**config.mk**
```make
export PLATFORM = sky130hd
export DESIGN_NAME = q_inv_layer
export DESIGN_NICKNAME = d
export VERILOG_FILES = /design/src/rtl/q_inv_layer.sv
export SDC_FILE = /design/constraint.sdc
export NUM_CORES = 1
export LEC_CHECK = 0
export CORE_ASPECT_RATIO = 0.7
export CORE_UTILIZATION = 50
export DETAILED_ROUTE_END_ITERATION = 10
export GPL_TIMING_DRIVEN = 0
export MAX_ROUTING_LAYER = met4
export PLACE_DENSITY = 0.92
export SLEW_MARGIN = 40
export SYNTH_ARGS = -nofsm -noshare
export SYNTH_HDL_FRONTEND = slang
export SYNTH_SLANG_ARGS = --single-unit
```
**constraint.sdc**
```tcl
create_clock -name clk -period 2.9 [get_ports clk]
set_input_delay 0.58 -clock clk [delete_from_list [all_inputs] [get_ports clk]]
set_output_delay 0.58 -clock clk [all_outputs]
set_load 0.01 [all_outputs]
```
**src/rtl/q_inv_layer.sv**
```systemverilog
// q_inv_layer: iterative inverse-Q nibble substitution on a 64-bit block.
// A block is loaded into a working register, LANES nibbles are substituted
// per BUSY cycle, and the register is rotated right by one lane group each
// cycle. After 16/LANES cycles every nibble has been substituted and is back
// in its original position. The result is then held until downstream takes it.
module q_inv_layer #(
  parameter int LANES = 4
) (
  input  logic        clk,
  input  logic        rst_n,
  input  logic        in_valid,
  output logic        in_ready,
  input  logic [63:0] in_data,
  output logic        out_valid,
  input  logic        out_ready,
  output logic [63:0] out_data,
  output logic        busy
);

  if (!(LANES == 1 || LANES == 2 || LANES == 4 || LANES == 8 || LANES == 16)) begin : g_lanes_check
    $error("q_inv_layer: LANES must be 1, 2, 4, 8 or 16");
  end

  localparam int         STEPS = 16 / LANES;
  localparam int         SHIFT = 4 * LANES;
  localparam logic [3:0] LAST  = 4'(STEPS - 1);

  typedef enum logic [1:0] {
    IDLE = 2'd0,
    BUSY = 2'd1,
    DONE = 2'd2
  } state_t;

  state_t      state;
  logic [63:0] work;
  logic [3:0]  cnt;
  logic [63:0] work_sub;
  logic [63:0] work_next;

  // Inverse Q mapping; it is its own inverse.
  function automatic logic [3:0] qinv(input logic [3:0] x);
    logic [3:0] y;
    case (x)
      4'h0: y = 4'h9;
      4'h1: y = 4'hE;
      4'h2: y = 4'h5;
      4'h3: y = 4'h6;
      4'h4: y = 4'hA;
      4'h5: y = 4'h2;
      4'h6: y = 4'h3;
      4'h7: y = 4'hC;
      4'h8: y = 4'hF;
      4'h9: y = 4'h0;
      4'hA: y = 4'h4;
      4'hB: y = 4'hD;
      4'hC: y = 4'h7;
      4'hD: y = 4'hB;
      4'hE: y = 4'h1;
      default: y = 4'h8;
    endcase
    return y;
  endfunction

  // Substitute the LANES low nibbles, then rotate right by one lane group.
  // With LANES=16 the right shift clears everything and the left shift is
  // zero, so the rotation degenerates to the identity as intended.
  always_comb begin
    work_sub = work;
    for (int i = 0; i < LANES; i++) begin
      work_sub[4*i +: 4] = qinv(work[4*i +: 4]);
    end
    work_next = (work_sub >> SHIFT) | (work_sub << (64 - SHIFT));
  end

  // Control FSM with registered handshake outputs and the working register.
  always_ff @(posedge clk or negedge rst_n) begin
    if (!rst_n) begin
      state     <= IDLE;
      work      <= '0;
      cnt       <= '0;
      in_ready  <= 1'b1;
      busy      <= 1'b0;
      out_valid <= 1'b0;
    end else begin
      case (state)
        IDLE: begin
          if (in_valid) begin
            state    <= BUSY;
            work     <= in_data;
            cnt      <= '0;
            in_ready <= 1'b0;
            busy     <= 1'b1;
          end
        end
        BUSY: begin
          work <= work_next;
          cnt  <= cnt + 4'd1;
          if (cnt == LAST) begin
            state     <= DONE;
            busy      <= 1'b0;
            out_valid <= 1'b1;
          end
        end
        DONE: begin
          // Returning to IDLE first keeps a new block off this same edge.
          if (out_ready) begin
            state     <= IDLE;
            out_valid <= 1'b0;
            in_ready  <= 1'b1;
          end
        end
        default: begin
          state     <= IDLE;
          in_ready  <= 1'b1;
          busy      <= 1'b0;
          out_valid <= 1'b0;
        end
      endcase
    end
  end

  assign out_data = work;

endmodule

```
==> results.yml <==
flow_run:
  cap_violations: 0
synthesis:
  syn_area_per_cell_um2: 9.79
  synth_cells: 417
  synth-compound-area-share_pct: 25.2
  synth-seq-area-share_pct: 44.8
  yosysTopAreaCellShare_pct: 44.1
  yosys.area_share.adder_pct: 6.43
  synth-simple-area-share_pct: 11.6
  yosysUniqueCellTypes: 44
  synth-async-reset-ratio_pct: 100
  synthXorXnorAreaFrac_pct: 0.643
  synth_area_leaders: "dfrtp_1, a22oi_1, ha_1"
  synth_mux_area_share_pct: 4.87
  synthFlopType: "dfrtp_1"
  ys_warn_count: 0
  synth_fp_nets: 506
  synth_largest_area_cell: "dfrtp_1"
  ys_ff_latch: 73
  synth_top_family_by_area: "compound AO/OA/AOI/OAI gates"
  synth_edf_count: 0
  syn-cell-area_um2: 4080
placed_design:
  place_ws_ps: 605
  dpl.hpwl_um: 10100
  gp_congestion: 0.920
  postPlaceCellArea_um2: 5580
  port_buffers: 134
  placed_cells: 653
cts:
  worstSkewPairLatency_ps: 330
  cts_resized: 0
  ctsHoldBuffers: 0
  cts-root-buf: "clkbuf_16"
  cts_num_sinks: 73
  ctsHtreeMaxLevel: 3
  cts_made_buffers: 9
  postCtsSetupBuffers: 0
  clk_pin_slew_worst_paths_ps: 60
  cts_tree: "yes"
  clock_path_buffers: 2
final_layout:
  finalInstanceArea_um2: 5870
  fin_util_pct: 74.3
  fill_cells: 509
  areaGrowthSynthToFinish_pct: 43.7
  layout-drive-gt1-share_pct: 9.15
  nets: 652
  antennaDiodeCount: 0
  final_cell_mix: "clkdlybuf4s50_1, dfrtp_1, o21ai_0"
  layout_commonest_cell: "clkdlybuf4s50_1"
  fin_cells: 669
pwr:
  leakage_uw: 0.00247
  irDropWorstVdd_mv: 0.610
  power_density_nw_per_um2: 1260
drt:
  via_per_inst: 6.42
  drt_pre_antenna_iters: 6
  wl_per_cell_um: 22.2
  vias: 4297
  initialDrtViolationCount: 595
  wl_um: 14900
  postRouteAntennaNets: 0
  drc: 0
die:
  initial_core_util_pct: 51.7
  io_pins: 135
  core-area_um2: 7910
  row_count: 27
  fp.dieH_um: 77.6
  dieArea_um2: 8540
  die_w_um: 110
critical_path:
  arrival_ps: 1490
  cpPeakStageDelay_ps: 620
  endpoint_kind: "output pin"
  path_delay_family: "buffers and inverters"
  startpoint_type: "flop"
  slowest_stage: "clkdlybuf4s50_1"
  path_class: "reg2out"
  cp_cell_sequence: "clkdlybuf4s50_1"
  critPathBufInv: 1
  path_max_fanout: 9
  cp.required_ps: 2320
sta:
  fin_crit_ps: 2070
  fin_skew_ps: 8.38
  worst_pin_slew_ps: 687
  finalSetupViolCount: 0
  hold_slack_ps: 87.6
  final_hold_viol_count: 0
  period_share_pct: 71.4
  worst_slack_ps: 831
  relSlewSlack_pct: 54.2
  grt_setup_unrepaired: "false"
  drv_slew: 0
  timing.fmax_mhz: 483
grt:
  grt_usage_pct: 37.0
  grt_max_degree: 54
  grt_pass1_vias: 4380
  grt_pass1_wl_um: 22800
  grt_overflow: 0
  antenna_found_initial: 0
status:
  status: "complete, no violations"
hold_path:
  hp-class: "in2async"
==> synthesized netlist by cell type (4+ instances only) <==
cell / n
and3b_1: 9
inv_1: 18
nor2b_1: 17
a22oi_1: 41
buf_4: 4
nor2_1: 11
ha_1: 21
clkbuf_1: 10
nand2_1: 35
buf_2: 20
a21oi_1: 35
dfrtp_1: 72
nand2b_1: 6
mux4_2: 7
o32ai_1: 10
o22ai_1: 12
o21ai_0: 49
==> power breakdown <==
group,leakage (µW),internal (µW),switching (µW)
registers,0.000868,1570,600
clock network,0.000144,688,409
logic,0.00146,2010,2140
==> through the flow <==
step | TNS (ps) | power [µW]
floorplan | 0 | 4250
global placement | -86790 | 5890
detailed placement | 0 | 6110
CTS | 0 | 7300
global route | 0 | 7780
finish | 0 | 7420
==> path summary, 6_finish.rpt <==
check | endpoint | startpoint | depth (start not counted) | slack [ps]
max reg2reg | out_data[52] | out_data[4] | 4 | 1100
min reg2reg | out_data[29] | out_data[29] | 2 | 510
max | out_data[5] | out_data[5] | 1 | 830
min in group clk | out_data[29] | out_data[29] | 2 | 510
max in group asynchronous | in_ready | rst_n | 2 | 2260
min | out_data[30] | rst_n | 1 | 90
==> cell type report <==
type / instances / area, µm² / share of cell area (%)
well taps: 101 / 126 / 2.15
multi-input cells: 288 / 1990 / 33.9
inverters: 18 / 67.6 / 1.15
clock inverters: 3 / 40.0 / 0.682
flip-flops and latches: 73 / 1830 / 31.1
plain buffers: 38 / 199 / 3.39
repair buffers: 135 / 1370 / 23.3
clock buffers: 13 / 250 / 4.26
==> layer usage <==
metal	track usage [%]	up-vias	wire (µm)	part of all wire, %
met3	8.15	63	1740	12
met2	56.4	357	6960	47
met1	47.3	2066	5590	38
met5	-	-	0	0
li1	-	1811	-	-
met4	16.7	0	568	3.8
==> registers in the layout (all words and copies together), names as in the netlist <==
signal,count
out_valid,1
state,2
out_data,64
cnt,4
in_ready,1
busy,1
==> logic make-up after synthesis <==
| group | Yosys count |
|---|---|
| AO/OA/AOI/OAI | 163 |
| XOR/XNOR | 3 |
| adder cells (fa/ha/maj) | 21 |
| buffers and inverters | 56 |
| flip-flops | 73 |
| multiplexers | 11 |
| AND/OR/NAND/NOR | 90 |
(Power assumes the default switching activity.)
==> patch 1: new RTL, config.mk and constraints unchanged <==
The parameter `LANES` goes from 4 to 8.
--- a/src/rtl/q_inv_layer.sv
+++ b/src/rtl/q_inv_layer.sv
@@ -5,5 +5,5 @@
 // in its original position. The result is then held until downstream takes it.
 module q_inv_layer #(
-  parameter int LANES = 4
+  parameter int LANES = 8
 ) (
   input  logic        clk,
Formal check against the unedited RTL: not equivalent (Yosys sat finds a counterexample within 4 cycles, from zero or initial values and one cycle with rst_n low).
==> patch 1 against the unedited design <==
- utilization fell by 4.2 points
- register-to-register slack got worse by 0.08 ns
- synthesized area rose by 23%
- setup slack got worse by 0.10 ns
- sequential cell count did not move
- clock skew fell by 0.0042 ns
- cell area rose by 16%
- worst hold slack improved by 0.038 ns
- routed wire length rose by 13%
- fmax fell by 4.6%
- total power rose by 20%
- critical path type is now in2reg
- critical endpoint is now out_data[23]
- largest power group unchanged
==> patch 1: results (changes against the unedited design) <==
* Outcome: complete, no violations (unchanged)
* # diodes at 0 (unchanged)
* Worst-path fanout max at 10 (was 9)
* Post-cts resize count at 0 (unchanged)
* Mapped Cells at 505 (was 417)
* Fillers at 729 (was 509)
* Vias in the first global route at 4,991 (was 4,380)
* Dpl cells at 768 (was 653)
* Fraction of layout cells with a size suffix above 1 at 13.3% (was 9.15%)
* Port bufs at 134 (unchanged)
* First-pass GRT wire length at 26.2 mm (was 22.8 mm)
* Worst Max-Slew Pin Slew at 0.726 ns (was 0.687 ns)
* R2r startpoint: state[1] (was out_data[4])
* Ys async rst share at 100% (unchanged)
* Largest register FFs at 64 (unchanged)
* # nets final at 761 (was 652)
* Hold_ws at 0.125 ns (was 0.0876 ns)
* Syn_nets at 615 (was 506)
* Yosys Warn Count at 0 (unchanged)
* Clk slew on worst S/H paths at 0.06 ns (about the same)
* Post-synthesis sequential area ratio at 36.3% (was 44.8%)
* Maximum VDD drop at 0.000591 V (was 0.000610 V)
* Met1 Usage GRT at 43.3% (was 47.3%)
* 1st-pass router iterations at 8 (was 6)
* Worst r2r path cells at 4 (unchanged)
* Postcts setup bufs at 0 (unchanged)
* Crit path DAT at 2.43 ns (was 1.49 ns)
* Leakage at 2.78 nW (was 2.47 nW)
* Worst Hold Class: in2async (unchanged)
* Post-Route Skew at 0.00414 ns (was 0.00838 ns)
* Non-filler cells, final at 784 (was 669)
* Commonest cells in the netlist: dfrtp_1, ha_1, a22oi_1, o22ai_2, nor2_1 (was dfrtp_1, o21ai_0, a22oi_1, a21oi_1, nand2_1)
* Vias per cell at 6.41 (was 6.42)
* Initial antenna violation count at 0 (unchanged)
* Clock Root Buffer: clkbuf_16 (unchanged)
* Cts bufs inserted at 9 (unchanged)
* Clk_lat worst skew at approximately 0.34 ns
* GR Layer Usage met3 at 9.64% (was 8.15%)
* Worst reg2reg setup slack at 1.02 ns (was 1.10 ns)
* Max Root-Sink Buffers at 2 (unchanged)
* Post-DP HPWL at 11.7 mm (was 10.1 mm)
* Netlist cell types at 40 (was 44)
* M2 GR Usage at 50.5% (was 56.4%)
* # H-tree levels at 3 (unchanged)
* Final WL at 16.7 mm (was 14.9 mm)
* Critical R2R Capture: out_data[60] (was out_data[52])
* Routability cong. at 0.946 (was 0.920)
* Initial DRC Count at 589 (was 595)
* Synth top area cells: dfrtp_1, ha_1, o22ai_2 (was dfrtp_1, a22oi_1, ha_1)
* Aggregate global-route resource usage at 34.2% (was 37.0%)
* Largest net degree at the start of global routing at 41 (was 54)
## patch 1: report_power, final
group | total (W) | internal [W] | switching (W)
Clock | 0.00101 | 0.000578 | 0.000433
Sequential | 0.00235 | 0.00159 | 0.000757
Combinational | 0.00553 | 0.00260 | 0.00293
Total | 0.00889 | 0.00477 | 0.00412
## patch 1: area by class of cell
type	instances	area share (%)
timing repair buffer	135	20.0
buffer	46	3.55
tap	128	2.35
clock buffer	14	3.58
inverter	22	1.21
multi-input combinational	364	42.3
clock inverter	2	0.147
sequential	73	26.8
## patch 1: worst max-delay path, stage by stage
cell and delay (ns):
clkdlybuf4s50_1 0.52, nor2b_1 0.14, buf_2 0.28, buf_1 0.58
a21oi_1 0.15, o21ai_1 0.17
## patch 1: worst max-delay path by stage
stage / startpoint / to / slack (ns) / cells past startpoint
detailed placement: in_valid / out_data[23] / 0.41 / 6
CTS: in_valid / out_data[23] / 0.76 / 6
floorplan: out_data[16] / out_data[48] / 1.30 / 5
global placement: rst_n / out_data[9] / -1.38 / 1
finish: in_valid / out_data[23] / 0.73 / 6
global route: in_valid / out_data[26] / 0.60 / 6
## patch 1: layer usage
| layer | share of wire (%) | vias up | wire, µm |
|---|---|---|---|
| met5 | 0 | - | 0 |
| li1 | - | 2187 | - |
| met2 | 44 | 350 | 7420 |
| met4 | 3.5 | 0 | 579 |
| met1 | 41 | 2428 | 6940 |
| met3 | 11 | 57 | 1810 |
## patch 1: cell families after synthesis
kind of cell | count (synthesis) | synth area share (%)
AOI/OAI and AO/OA | 204 | 31.9
and+or+nand+nor | 91 | 9.17
DFF | 73 | 36.3
buffers and inverters | 68 | 6.44
adders and majority gates | 42 | 10.4
muxes | 27 | 5.72
## patch 1: per-stage QoR
stage | area (µm²) | power [W] | setup WS [ns] | TNS (ns)
floorplan | 5030 | 0.00553 | 1.30 | 0
global placement | 6540 | 0.00745 | -1.38 | -99.50
detailed placement | 6560 | 0.00771 | 0.407 | 0
CTS | 6810 | 0.00877 | 0.756 | 0
global route | 6810 | 0.00945 | 0.603 | 0
finish | 6810 | 0.00889 | 0.730 | 0
==> patch 2: new RTL, config.mk and constraints unchanged <==
Made on the original files. Make the reset (`rst_n`) synchronous in one clocked block.
--- a/src/rtl/q_inv_layer.sv
+++ b/src/rtl/q_inv_layer.sv
@@ -74,5 +74,5 @@
 
   // Control FSM with registered handshake outputs and the working register.
-  always_ff @(posedge clk or negedge rst_n) begin
+  always_ff @(posedge clk) begin
     if (!rst_n) begin
       state     <= IDLE;
Behaviour: differs if rst_n is asserted again (counterexample within 4 cycles, from zero or initial values and one cycle with rst_n low); with rst_n held inactive, the same outputs for 10 cycles.
==> patch 2 against the unedited design <==
- routed wire length is 4.7% lower
- die area is 17% higher
- synthesized cell count up 33%
- cell count grew 23%
- via count grew 4.9%
- cell area grew 12%
- first-iteration DRC count decreased by 23%
- synthesized area increased by 18%
- sequential cell count grew 16
- setup slack lost 0.62 ns
- highest routed layer unchanged
Power is not compared: it rests on default switching activity, and its combinational part moved more than twofold at a synthesized area within 25%.
==> patch 2: results (changes against the unedited design) <==
* Outcome: complete, no violations (unchanged)
* # nets final at 788 (was 652)
* Synth top area cells: dfxtp_1, nand2_1, a311oi_1 (was dfrtp_1, a22oi_1, ha_1)
* R2r startpoint: state[0] (was out_data[4])
* Worst r2r path cells at 9 (was 4)
* Syn_nets at 643 (was 506)
* WL met1 at 6.52 mm (was 5.59 mm)
* Vias at 4,509 (was 4,297)
* Met2 Wirelength at 6.14 mm (was 6.96 mm)
* CP peak stage delay at 0.54 ns (was 0.62 ns)
* Vias per cell at 5.47 (was 6.42)
* Commonest cells in the netlist: nand2_1, dfxtp_1, nor2_1, a311oi_1, buf_4 (was dfrtp_1, o21ai_0, a22oi_1, a21oi_1, nand2_1)
* Post-Route Skew at 0.00882 ns (was 0.00838 ns)
* Post-synthesis sequential area ratio at 37.1% (was 44.8%)
* Mapped Cells at 554 (was 417)
* Crit path to: work_sub[0] (was out_data[5])
* First-pass GRT wire length at 22.8 mm (about the same)
* CP startpoint: in_valid (was out_data[5])
* Largest net degree at the start of global routing at 14 (was 54)
* Post-DP HPWL at 10.9 mm (was 10.1 mm)
* Final WL at 14.2 mm (was 14.9 mm)
* Crit path DAT at 2.94 ns (was 1.49 ns)
* Worst slew margin at 55.2% (was 54.2%)
* Most used DFF post-synth: dfxtp_1 (was dfrtp_1)
* Vias in the first global route at 4,323 (was 4,380)
==> patch 2: worst min-delay path by stage <==
stage | start | to | cells past startpoint | slack [ns]
floorplan | work_sub[0] | out_data[48] | 2 | 0.44
global placement | work_sub[9] | out_data[57] | 2 | 0.45
detailed placement | work_sub[9] | out_data[57] | 2 | 0.46
CTS | work_sub[9] | out_data[57] | 2 | 0.47
global route | work_sub[10] | out_data[58] | 2 | 0.49
finish | work_sub[9] | out_data[57] | 2 | 0.47
==> patch 2: metal layers <==
metal | global-route usage [%] | vias to the layer above
met4 | 5.75 | 0
met5 | - | -
met1 | 41.6 | 2111
met3 | 6.42 | 14
li1 | - | 2148
met2 | 44.9 | 236
==> patch 2: cell type report <==
cell class / instances / area, µm²
tap: 124 / 155
clock inverter: 4 / 47.5
buffer: 84 / 549
multi-input combinational: 354 / 2370
sequential: 89 / 1780
clock buffer: 9 / 225
inverter: 27 / 101
fill: 695 / 2610
timing repair buffer: 134 / 1340
==> patch 2: per-stage QoR <==
stage          utilization (%)  TNS, ns  setup WS (ns)
6_report                  71.6        0          0.214
5_1_grt                   71.6        0         0.0912
4_1_cts                   71.6        0          0.247
3_5_place_dp              68.6   -0.117        -0.0793
3_3_place_gp              68.6        0        0.00380
2_1_floorplan                -        0          0.640
==> patch 2: critical path: cells and delay by family <==
family                     cells  cell delay (ns)
AOI/OAI and AO/OA              2             0.74
muxes                          2             0.40
buffers and inverters          4             0.87
adders and majority gates      1             0.34
==> patch 2: power groups by stage <==
stage | clock network [W] | logic (W) | registers (W)
after floorplan | 0 | 0.000522 | 0.00145
after global placement | 0 | 0.000868 | 0.00149
after detailed placement | 0 | 0.000897 | 0.00149
after CTS | 0.00111 | 0.000904 | 0.00147
after global routing | 0.00116 | 0.000983 | 0.00148
final | 0.00111 | 0.000909 | 0.00147
==> patch 2: logic make-up after synthesis <==
| kind of cell | share of synthesized area, % |
|---|---|
| compound gates | 17.0 |
| xor+xnor | 0.730 |
| fa+ha+maj | 5.47 |
| buf+inv | 13.6 |
| flops | 37.1 |
| mux | 9.70 |
| simple gates | 16.4 |
